[src/rtl/mem_ctrl_pkg.sv]
// Shared definitions for mem_ctrl: FSM states, access-size codes and the IO window base.
// Imported by the controller so the cache/LSB side can use the same size encodings.
package mem_ctrl_pkg;

   typedef enum logic [1:0] {
      ST_IDLE,
      ST_IF_RD,
      ST_LS_RD,
      ST_LS_WR
   } state_t;

   localparam logic [1:0] SZ_B = 2'd0;
   localparam logic [1:0] SZ_H = 2'd1;
   localparam logic [1:0] SZ_W = 2'd2;

   localparam logic [31:0] IO_BASE_DEFAULT = 32'h0003_0000;

   localparam logic [2:0] IF_LEN = 3'd4;

   // The reserved size code 3 behaves like a word access.
   function automatic logic [2:0] size_to_len(input logic [1:0] size);
      case (size)
         SZ_B:    return 3'd1;
         SZ_H:    return 3'd2;
         default: return 3'd4;
      endcase
   endfunction

endpackage

[src/rtl/mem_ctrl.sv]
// Memory-side responder that serialises i_cache fills and load/store accesses onto the
// 8-bit RAM/IO bus one byte per cycle and returns little-endian assembled data.
module mem_ctrl
   import mem_ctrl_pkg::*;
#(
   parameter int                    ADDR_WIDTH = 32,
   parameter logic [ADDR_WIDTH-1:0] IO_BASE    = ADDR_WIDTH'(IO_BASE_DEFAULT)
) (
   input  logic                  clk_in,
   input  logic                  rst_n_in,
   input  logic                  rdy_in,
   input  logic                  clear_in,
   input  logic                  if_valid_in,
   input  logic [ADDR_WIDTH-1:0] if_addr_in,
   output logic                  if_done_out,
   output logic [31:0]           if_data_out,
   input  logic                  ls_valid_in,
   input  logic                  ls_wr_in,
   input  logic [1:0]            ls_size_in,
   input  logic [ADDR_WIDTH-1:0] ls_addr_in,
   input  logic [31:0]           ls_data_in,
   output logic                  ls_done_out,
   output logic [31:0]           ls_data_out,
   input  logic [7:0]            mem_din_in,
   output logic [7:0]            mem_dout_out,
   output logic [ADDR_WIDTH-1:0] mem_a_out,
   output logic                  mem_wr_out,
   input  logic                  io_buffer_full_in
);

   state_t                state;
   logic [2:0]            step;
   logic [2:0]            len;
   logic [ADDR_WIDTH-1:0] base;
   logic [31:0]           wdata;
   logic [31:0]           gather;

   logic [31:0]           gather_next;
   logic [ADDR_WIDTH-1:0] rd_next_addr;
   logic [ADDR_WIDTH-1:0] wr_addr;
   logic                  base_is_io;
   logic                  accept_ls;
   logic                  accept_if;
   logic                  ls_stall_now;

   // In a read, step counts edges since accept; the byte addressed at step-1 edges
   // earlier arrives now because the RAM returns data one cycle after the address.
   always_comb begin
      gather_next = gather;
      case (step)
         3'd1:    gather_next[7:0]   = mem_din_in;
         3'd2:    gather_next[15:8]  = mem_din_in;
         3'd3:    gather_next[23:16] = mem_din_in;
         3'd4:    gather_next[31:24] = mem_din_in;
         default: gather_next = gather;
      endcase
   end

   assign rd_next_addr = base + ADDR_WIDTH'({1'b0, step} + 4'd1);
   assign wr_addr      = base + ADDR_WIDTH'(step);
   assign base_is_io   = (base >= IO_BASE);
   assign ls_stall_now = (ls_addr_in >= IO_BASE) && io_buffer_full_in;

   // A requester drops valid in the cycle its done is high, so that cycle must not re-accept.
   assign accept_ls = ls_valid_in && !ls_done_out;
   assign accept_if = if_valid_in && !if_done_out;

   // Single FSM; in a write, step counts bytes already issued so IO stalls simply hold it.
   always_ff @(posedge clk_in or negedge rst_n_in) begin
      if (!rst_n_in) begin
         state        <= ST_IDLE;
         step         <= 3'd0;
         len          <= 3'd0;
         base         <= '0;
         wdata        <= 32'h0;
         gather       <= 32'h0;
         if_done_out  <= 1'b0;
         if_data_out  <= 32'h0;
         ls_done_out  <= 1'b0;
         ls_data_out  <= 32'h0;
         mem_dout_out <= 8'h00;
         mem_a_out    <= '0;
         mem_wr_out   <= 1'b0;
      end else if (rdy_in) begin
         if_done_out <= 1'b0;
         ls_done_out <= 1'b0;
         case (state)
            ST_IDLE: begin
               mem_wr_out <= 1'b0;
               if (!clear_in) begin
                  if (accept_ls) begin
                     base      <= ls_addr_in;
                     len       <= size_to_len(ls_size_in);
                     mem_a_out <= ls_addr_in;
                     gather    <= 32'h0;
                     if (ls_wr_in) begin
                        state <= ST_LS_WR;
                        if (ls_stall_now) begin
                           step  <= 3'd0;
                           wdata <= ls_data_in;
                        end else begin
                           step         <= 3'd1;
                           mem_dout_out <= ls_data_in[7:0];
                           mem_wr_out   <= 1'b1;
                           wdata        <= {8'h00, ls_data_in[31:8]};
                        end
                     end else begin
                        state <= ST_LS_RD;
                        step  <= 3'd0;
                     end
                  end else if (accept_if) begin
                     state     <= ST_IF_RD;
                     base      <= if_addr_in;
                     len       <= IF_LEN;
                     mem_a_out <= if_addr_in;
                     gather    <= 32'h0;
                     step      <= 3'd0;
                  end
               end
            end

            ST_IF_RD, ST_LS_RD: begin
               if (clear_in) begin
                  state <= ST_IDLE;
               end else begin
                  step <= step + 3'd1;
                  if ((step + 3'd1) < len) begin
                     mem_a_out <= rd_next_addr;
                  end
                  if (step != 3'd0) begin
                     gather <= gather_next;
                  end
                  if (step == len) begin
                     state <= ST_IDLE;
                     if (state == ST_IF_RD) begin
                        if_done_out <= 1'b1;
                        if_data_out <= gather_next;
                     end else begin
                        ls_done_out <= 1'b1;
                        ls_data_out <= gather_next;
                     end
                  end
               end
            end

            // Stores ignore clear_in: once committed they must reach memory.
            ST_LS_WR: begin
               if (step == len) begin
                  mem_wr_out  <= 1'b0;
                  ls_done_out <= 1'b1;
                  state       <= ST_IDLE;
               end else if (base_is_io && io_buffer_full_in) begin
                  mem_wr_out <= 1'b0;
               end else begin
                  mem_a_out    <= wr_addr;
                  mem_dout_out <= wdata[7:0];
                  wdata        <= {8'h00, wdata[31:8]};
                  mem_wr_out   <= 1'b1;
                  step         <= step + 3'd1;
               end
            end

            default: begin
               state      <= ST_IDLE;
               mem_wr_out <= 1'b0;
            end
         endcase
      end
   end

endmodule
[config.mk]
export PLATFORM = sky130hd
export DESIGN_NAME = mem_ctrl
export DESIGN_NICKNAME = d
export VERILOG_FILES = /design/src/rtl/mem_ctrl_pkg.sv /design/src/rtl/mem_ctrl.sv
export SDC_FILE = /design/constraint.sdc
export NUM_CORES = 1
export LEC_CHECK = 0
export ABC_CLOCK_PERIOD_IN_PS = 3720
export CORE_MARGIN = 5
export CORE_UTILIZATION = 53
export DETAILED_ROUTE_END_ITERATION = 7
export PLACE_DENSITY = 0.81
export REMOVE_ABC_BUFFERS = 1
export SLEW_MARGIN = 10
export SYNTH_ARGS = -nofsm -noshare
export SYNTH_HDL_FRONTEND = slang
export SYNTH_SLANG_ARGS = --single-unit
[constraint.sdc]
create_clock -name clk_in -period 3.72 [get_ports clk_in]
set_input_delay 0.93 -clock clk_in [delete_from_list [all_inputs] [get_ports clk_in]]
set_output_delay 0.93 -clock clk_in [all_outputs]
set_load 0.02 [all_outputs]
After elaboration in Yosys (flattened, before gate mapping)
Cells that the tools add are included.

operators by class
  add/subtract/negate cells = 4
  $mul = 0
  divide/modulo/power cells = 0
  $lt $le $gt $ge = 3
  equality and inequality tests = 19
  shift operators = 0
  multiplexer cells = 67
  bitwise logic cells = 2
  reduce and logical (&&, ||, !) cells = 23

operator list
  kind                                                                     number
  32-bit two-way mux                                                       18
  32-bit one-hot mux with 2 select lines                                   2
  32-bit one-hot mux with 3 select lines                                   1
  8-bit two-way mux                                                        10
  32-bit by 18-bit >= comparator with 1-bit output, second input constant  2
  32-bit by 3-bit adder with 32-bit output                                 1
  32-bit by 4-bit adder with 32-bit output                                 1
  3-bit two-way mux                                                        9
  2-bit != test, second input constant                                     9
  1-bit two-way mux                                                        16
  8-bit one-hot mux with 2 select lines                                    1
  7-bit AND reduction                                                      2
  6-bit AND reduction                                                      2
  2-bit two-way mux                                                        5
  5-bit AND reduction                                                      2
  3-bit one-hot mux with 3 select lines                                    1
  8-bit AND reduction                                                      1
  3-bit by 2-bit equality test with 1-bit output, second input constant    2
  2-bit one-hot mux with 3 select lines                                    1
  3-bit one-hot mux with 2 select lines                                    1
  2-bit nonzero test                                                       3
  3-bit by 1-bit adder with 4-bit output, second input constant            1
  2-bit by 1-bit equality test with 1-bit output, second input constant    2
  2-bit equality test, second input constant                               2
  16 further kinds                                                         23

word-level totals
  register bits = 211
  bits in latches = 0
  bits in writable memories = 0
  memory bits (read-only) = 0
  output and inout port bits = 107
  memories = 0

Longest topological paths before layout
  depth in word-level cells = 7
  depth in mapped cells = 11

Least setup slack after synthesis
No wires, ideal clock.

  kind = reg-to-reg
  start point = register step[0]
  end point = register mem_a_out[30]
  setup time = 0.121 ns
  arrival = 2.559 ns
  path slack = 1.040 ns
  stages on the path, launching flop included = 10
  path buffers = 0
  path through = dfrtp_1 inv_1 ha_1 fa_1 nor2b_1 o2111ai_4 nor4_1 xor2_1 a221o_1 a22o_1

between the ends
  longest elaborated chain between the ends = 5

RTL lines
  what                                      line             source
  from (decl)                               mem_ctrl.sv:32   logic [2:0] step;
  from (signal assigned)                    mem_ctrl.sv:126  step <= step + 3'd1;
  from (signal assigned)                    mem_ctrl.sv:159  step <= step + 3'd1;
  3-bit by 1-bit adder with 4-bit output    mem_ctrl.sv:59   assign rd_next_addr = base + ADDR_WIDTH'({1'b0, step} + 4'd1);
  32-bit by 4-bit adder with 32-bit output  mem_ctrl.sv:59
  32-bit two-way mux                        mem_ctrl.sv:127  if ((step + 3'd1) < len) begin
  32-bit two-way mux                        mem_ctrl.sv:123  if (clear_in) begin
  32-bit one-hot mux with 3 select lines    mem_ctrl.sv:87   case (state)
  to (signal assigned)                      mem_ctrl.sv:94   mem_a_out <= ls_addr_in;
  to (signal assigned)                      mem_ctrl.sv:115  mem_a_out <= if_addr_in;
  to (signal assigned)                      mem_ctrl.sv:128  mem_a_out <= rd_next_addr;
  to (decl)                                 mem_ctrl.sv:26   output logic [ADDR_WIDTH-1:0] mem_a_out,

Several ways; a longest one is shown, not always the timed one. The select of a mux whose other input is x is not followed.
A chain may end at the register's enable or synchronous reset.

Final worst setup path
Ends and elaborated chain as after synthesis.

==> flow_results.xml <==
<?xml version="1.0" encoding="UTF-8"?>
<metrics>
  <group name="outcome">
    <metric name="outcome" unit="">completed</metric>
  </group>
  <group name="floorplanning">
    <metric name="vertical_extent_of_the_die" unit="um">157</metric>
    <metric name="dieWidth" unit="um">157</metric>
    <metric name="die_area" unit="um2">24700</metric>
    <metric name="core.rowCount" unit="">53</metric>
    <metric name="floorplan.initialDensity" unit="%">54.1</metric>
    <metric name="core_area" unit="um2">21200</metric>
    <metric name="io-pin-count" unit="">221</metric>
  </group>
  <group name="placed_design">
    <metric name="placed_cells_incl_taps" unit="">1644</metric>
    <metric name="place_worst_setup_slack" unit="ns">0.356</metric>
    <metric name="port_buffers" unit="">220</metric>
    <metric name="place_hpwl" unit="um">20700</metric>
    <metric name="gp_congestion" unit="">0.850</metric>
  </group>
  <group name="timing">
    <metric name="min_period_over_period" unit="%">84.8</metric>
    <metric name="finalMaxSlewViolations" unit="">0</metric>
    <metric name="fmax" unit="MHz">317</metric>
    <metric name="rsz0062_at_grt" unit="">no</metric>
    <metric name="clock-skew-final" unit="ns">0.00932</metric>
    <metric name="max_slew_margin" unit="%">35.3</metric>
    <metric name="worst_slew_pin_slew" unit="ns">0.967</metric>
    <metric name="final_hold_viol_count" unit="">0</metric>
    <metric name="timing.final.crit_period" unit="ns">3.15</metric>
    <metric name="final.setup.worst_slack" unit="ns">0.566</metric>
    <metric name="setup_viol" unit="">0</metric>
  </group>
  <group name="global_route">
    <metric name="antenna_found_initial" unit="">3</metric>
    <metric name="global_route_wire_length_before_repair" unit="um">49400</metric>
    <metric name="first_global_vias" unit="">9649</metric>
    <metric name="global_route.overflow_total" unit="">0</metric>
    <metric name="grt_use_total" unit="%">24.1</metric>
    <metric name="grt_start_max_net_pins" unit="">88</metric>
  </group>
  <group name="pwr">
    <metric name="switching_power" unit="mW">5.59</metric>
    <metric name="comb_power_share" unit="%">51.5</metric>
    <metric name="clkPwrFrac" unit="%">16.9</metric>
    <metric name="leakage" unit="nW">6.23</metric>
    <metric name="totalPowerFinal" unit="mW">13.4</metric>
    <metric name="internal_power" unit="mW">7.77</metric>
    <metric name="powerDensity" unit="nW/um2">918</metric>
    <metric name="irDropWorstVdd" unit="mV">0.473</metric>
    <metric name="share_seq_of_total_power" unit="%">31.6</metric>
    <metric name="sw_frac_of_total" unit="%">41.9</metric>
  </group>
  <group name="logic_synthesis">
    <metric name="synth_cells" unit="">1237</metric>
    <metric name="synth.largest_area_cell" unit="">sky130_fd_sc_hd__dfrtp_1</metric>
    <metric name="ys.flop_type" unit="">sky130_fd_sc_hd__dfrtp_1</metric>
    <metric name="yosys_warnings" unit="">0</metric>
    <metric name="sequential_cell_area_fraction_in_the_yosys_report" unit="%">46.1</metric>
    <metric name="synth.lib_cells_used.distinct" unit="">60</metric>
    <metric name="number_of_flip_flops_and_latches_in_the_synthesized_netlist" unit="">211</metric>
    <metric name="synth.top_cell.area_share" unit="%">46.1</metric>
    <metric name="netlist_area" unit="um2">11500</metric>
    <metric name="syn_area_per_cell" unit="um2">9.26</metric>
    <metric name="ranking_of_synthesized_cells_by_area" unit="">sky130_fd_sc_hd__dfrtp_1 46%, sky130_fd_sc_hd__a21oi_1 6.8%, sky130_fd_sc_hd__mux2i_1 5.2%</metric>
    <metric name="number_of_flops_mapped_to_enable_cells_by_yosys" unit="">0</metric>
    <metric name="async_flop_share" unit="%">100</metric>
  </group>
  <group name="finish">
    <metric name="finish.net_count" unit="">1525</metric>
    <metric name="register_area" unit="um2">5280</metric>
    <metric name="final_layout_size_suffix_gt1_share" unit="%">9.38</metric>
    <metric name="multi_input_comb_area" unit="um2">5700</metric>
    <metric name="num-fill-cells" unit="">1675</metric>
    <metric name="layout-area-overhead-vs-synth" unit="%">27.1</metric>
    <metric name="diodes" unit="">0</metric>
    <metric name="fin_cells" unit="">1683</metric>
  </group>
  <group name="routing">
    <metric name="drt_wirelength" unit="um">30300</metric>
    <metric name="average_wire_per_standard_cell" unit="um">18.0</metric>
    <metric name="drc_errors" unit="">0</metric>
    <metric name="vias_per_cell" unit="">5.94</metric>
    <metric name="route.vias.total" unit="">9990</metric>
    <metric name="antenna_left" unit="">0</metric>
    <metric name="first_pass_iters" unit="">6</metric>
    <metric name="dr.first_iter.drc_count" unit="">711</metric>
  </group>
  <group name="clock_tree">
    <metric name="cts-resized-gates" unit="">0</metric>
    <metric name="clkSlewWorstSetupHoldPaths" unit="ns">0.06</metric>
    <metric name="cts_htree_levels" unit="">1</metric>
    <metric name="tritoncts" unit="">yes</metric>
    <metric name="clkLatencyLatePin" unit="ns">0.51</metric>
    <metric name="cts.sink_count" unit="">211</metric>
    <metric name="numCtsBuffers" unit="">23</metric>
    <metric name="holdBufCountCts" unit="">0</metric>
    <metric name="postCtsSetupRepairBufs" unit="">0</metric>
    <metric name="root_buffer" unit="">sky130_fd_sc_hd__clkbuf_16</metric>
    <metric name="cts_buffer_depth" unit="">3</metric>
  </group>
  <group name="critical_path">
    <metric name="crit_fanout" unit="">9</metric>
    <metric name="worst_setup_path_start_kind" unit="">register</metric>
    <metric name="timing.critical_path.slowest_stage_cell" unit="">sky130_fd_sc_hd__dfrtp_1</metric>
    <metric name="max_stage_delay" unit="ns">0.48</metric>
    <metric name="worst-endpoint-required" unit="ns">4.12</metric>
    <metric name="crit_path_end_kind" unit="">register</metric>
    <metric name="critical_path_class" unit="">reg2reg</metric>
    <metric name="cp_cell_sequence" unit="">inv_1 -&gt; ha_1 -&gt; fa_1 -&gt; nor2b_1 -&gt; o2111ai_4 -&gt; nor4_1 -&gt; xor2_1 -&gt; a221o_1 -&gt; a22o_1</metric>
    <metric name="timing.critical_path.arrival" unit="ns">3.55</metric>
  </group>
  <group name="min_path">
    <metric name="min-delay-path-class" unit="">in2async</metric>
  </group>
  <group name="job">
    <metric name="cap_violations" unit="">0</metric>
  </group>
</metrics>
-- flip-flops by register name (all words and copies together) (netlist names), 8 cells and up --
signal        cells
base             32
gather           32
if_data_out      32
ls_data_out      32
mem_a_out        32
mem_dout_out      8
wdata            32
-- cells in the mapped netlist, types with 10 or more instances --
| cell type | n |
|---|---|
| sky130_fd_sc_hd__ha_1 | 15 |
| sky130_fd_sc_hd__nand2_1 | 122 |
| sky130_fd_sc_hd__o21ai_0 | 95 |
| sky130_fd_sc_hd__a21oi_1 | 155 |
| sky130_fd_sc_hd__clkbuf_1 | 79 |
| sky130_fd_sc_hd__nor4_1 | 18 |
| sky130_fd_sc_hd__nor2_1 | 113 |
| sky130_fd_sc_hd__nor2b_1 | 41 |
| sky130_fd_sc_hd__a22o_1 | 52 |
| sky130_fd_sc_hd__inv_1 | 16 |
| sky130_fd_sc_hd__a31o_2 | 32 |
| sky130_fd_sc_hd__mux2_2 | 18 |
| sky130_fd_sc_hd__xor2_1 | 19 |
| sky130_fd_sc_hd__nand4_1 | 10 |
| sky130_fd_sc_hd__dfrtp_1 | 211 |
| sky130_fd_sc_hd__buf_2 | 27 |
| sky130_fd_sc_hd__mux2i_1 | 59 |
| sky130_fd_sc_hd__nand3_1 | 15 |
| sky130_fd_sc_hd__a221o_1 | 15 |
-- final timing paths --
check                              from              end  slack (ns)  cells after the start
min in group clk_in        mem_a_out[3]     mem_a_out[3]        0.48                      1
min reg2reg                mem_a_out[3]     mem_a_out[3]        0.48                      1
min                            rst_n_in  if_data_out[31]        0.45                      1
max                             step[0]    mem_a_out[30]        0.57                      9
max reg2reg                     step[0]    mem_a_out[30]        0.57                      9
max in group asynchronous      rst_n_in       gather[27]        2.39                      2
-- power groups by stage --
stage	logic (mW)	clock network (mW)	registers, mW
final	6.88	2.26	4.22
after detailed placement	6.83	0	4.24
after floorplan	3.72	0	4.76
after global routing	7.54	2.39	4.38
after global placement	6.65	0	4.18
after CTS	6.89	2.30	4.21
-- critical path: cells and delay by family (launching register included) --
kind	cells	cell delay, ns
adder cells (fa/ha/maj)	2	0.67
AO/OA/AOI/OAI	3	0.86
XOR/XNOR	1	0.11
flip-flops	1	0.48
AND/OR/NAND/NOR	2	0.77
buffers and inverters	1	0.15
-- cells by family (layout without fill, tap and decap cells) --
group,count (synthesis),in the layout,synth area share [%]
flops,211,211,46.1
mux,77,77,6.93
fa+ha+maj,17,17,1.99
xor+xnor,28,28,2.14
compound gates,411,411,23.1
buf+inv,130,301,4.85
simple gates,363,363,14.9
-- metrics by stage --
step	area [um2]	hold slack, ns	util, %	TNS, ns
after global routing	14600	0.498	68.8	0
after detailed placement	13800	0.470	65.3	0
final	14600	0.454	68.8	0
after floorplan	11000	0.444	-	-125.05
after global placement	13800	0.456	65.3	0
after CTS	14600	0.483	68.8	0
-- cell type report --
type	count	area share, %
Timing Repair Buffer	246	16.8
Clock inverter	8	0.696
Sequential cell	211	36.3
Multi-Input combinational cell	896	39.1
Clock buffer	31	4.37
Inverter	16	0.413
Tap cell	275	2.36
-- metal layers --
metal	track usage [%]	up-vias	share of wire, %	wire [um]
met2	39.9	379	48	14600
met3	4.10	57	7.3	2230
li1	-	4730	-	-
met5	0	-	0.14	41
met4	5.54	6	1.8	544
met1	33.6	4818	43	12900
-- cells in the final DEF, fill, tap and decap left out, drive strengths merged, types with 10 or more instances in the layout --
cell type / instances
clkdlybuf4s50: 219
dfrtp: 211
a21oi: 155
nand2: 123
nor2: 113
o21ai: 103
mux2i: 59
a22o: 52
nor2b: 41
a31o: 32
clkbuf: 32
buf: 26
xor2: 19
nor4: 18
mux2: 18
inv: 17
nand3: 16
a221o: 15
ha: 15
nand4: 12
nor3: 10
Note: power is estimated with default switching activity, not from simulation.
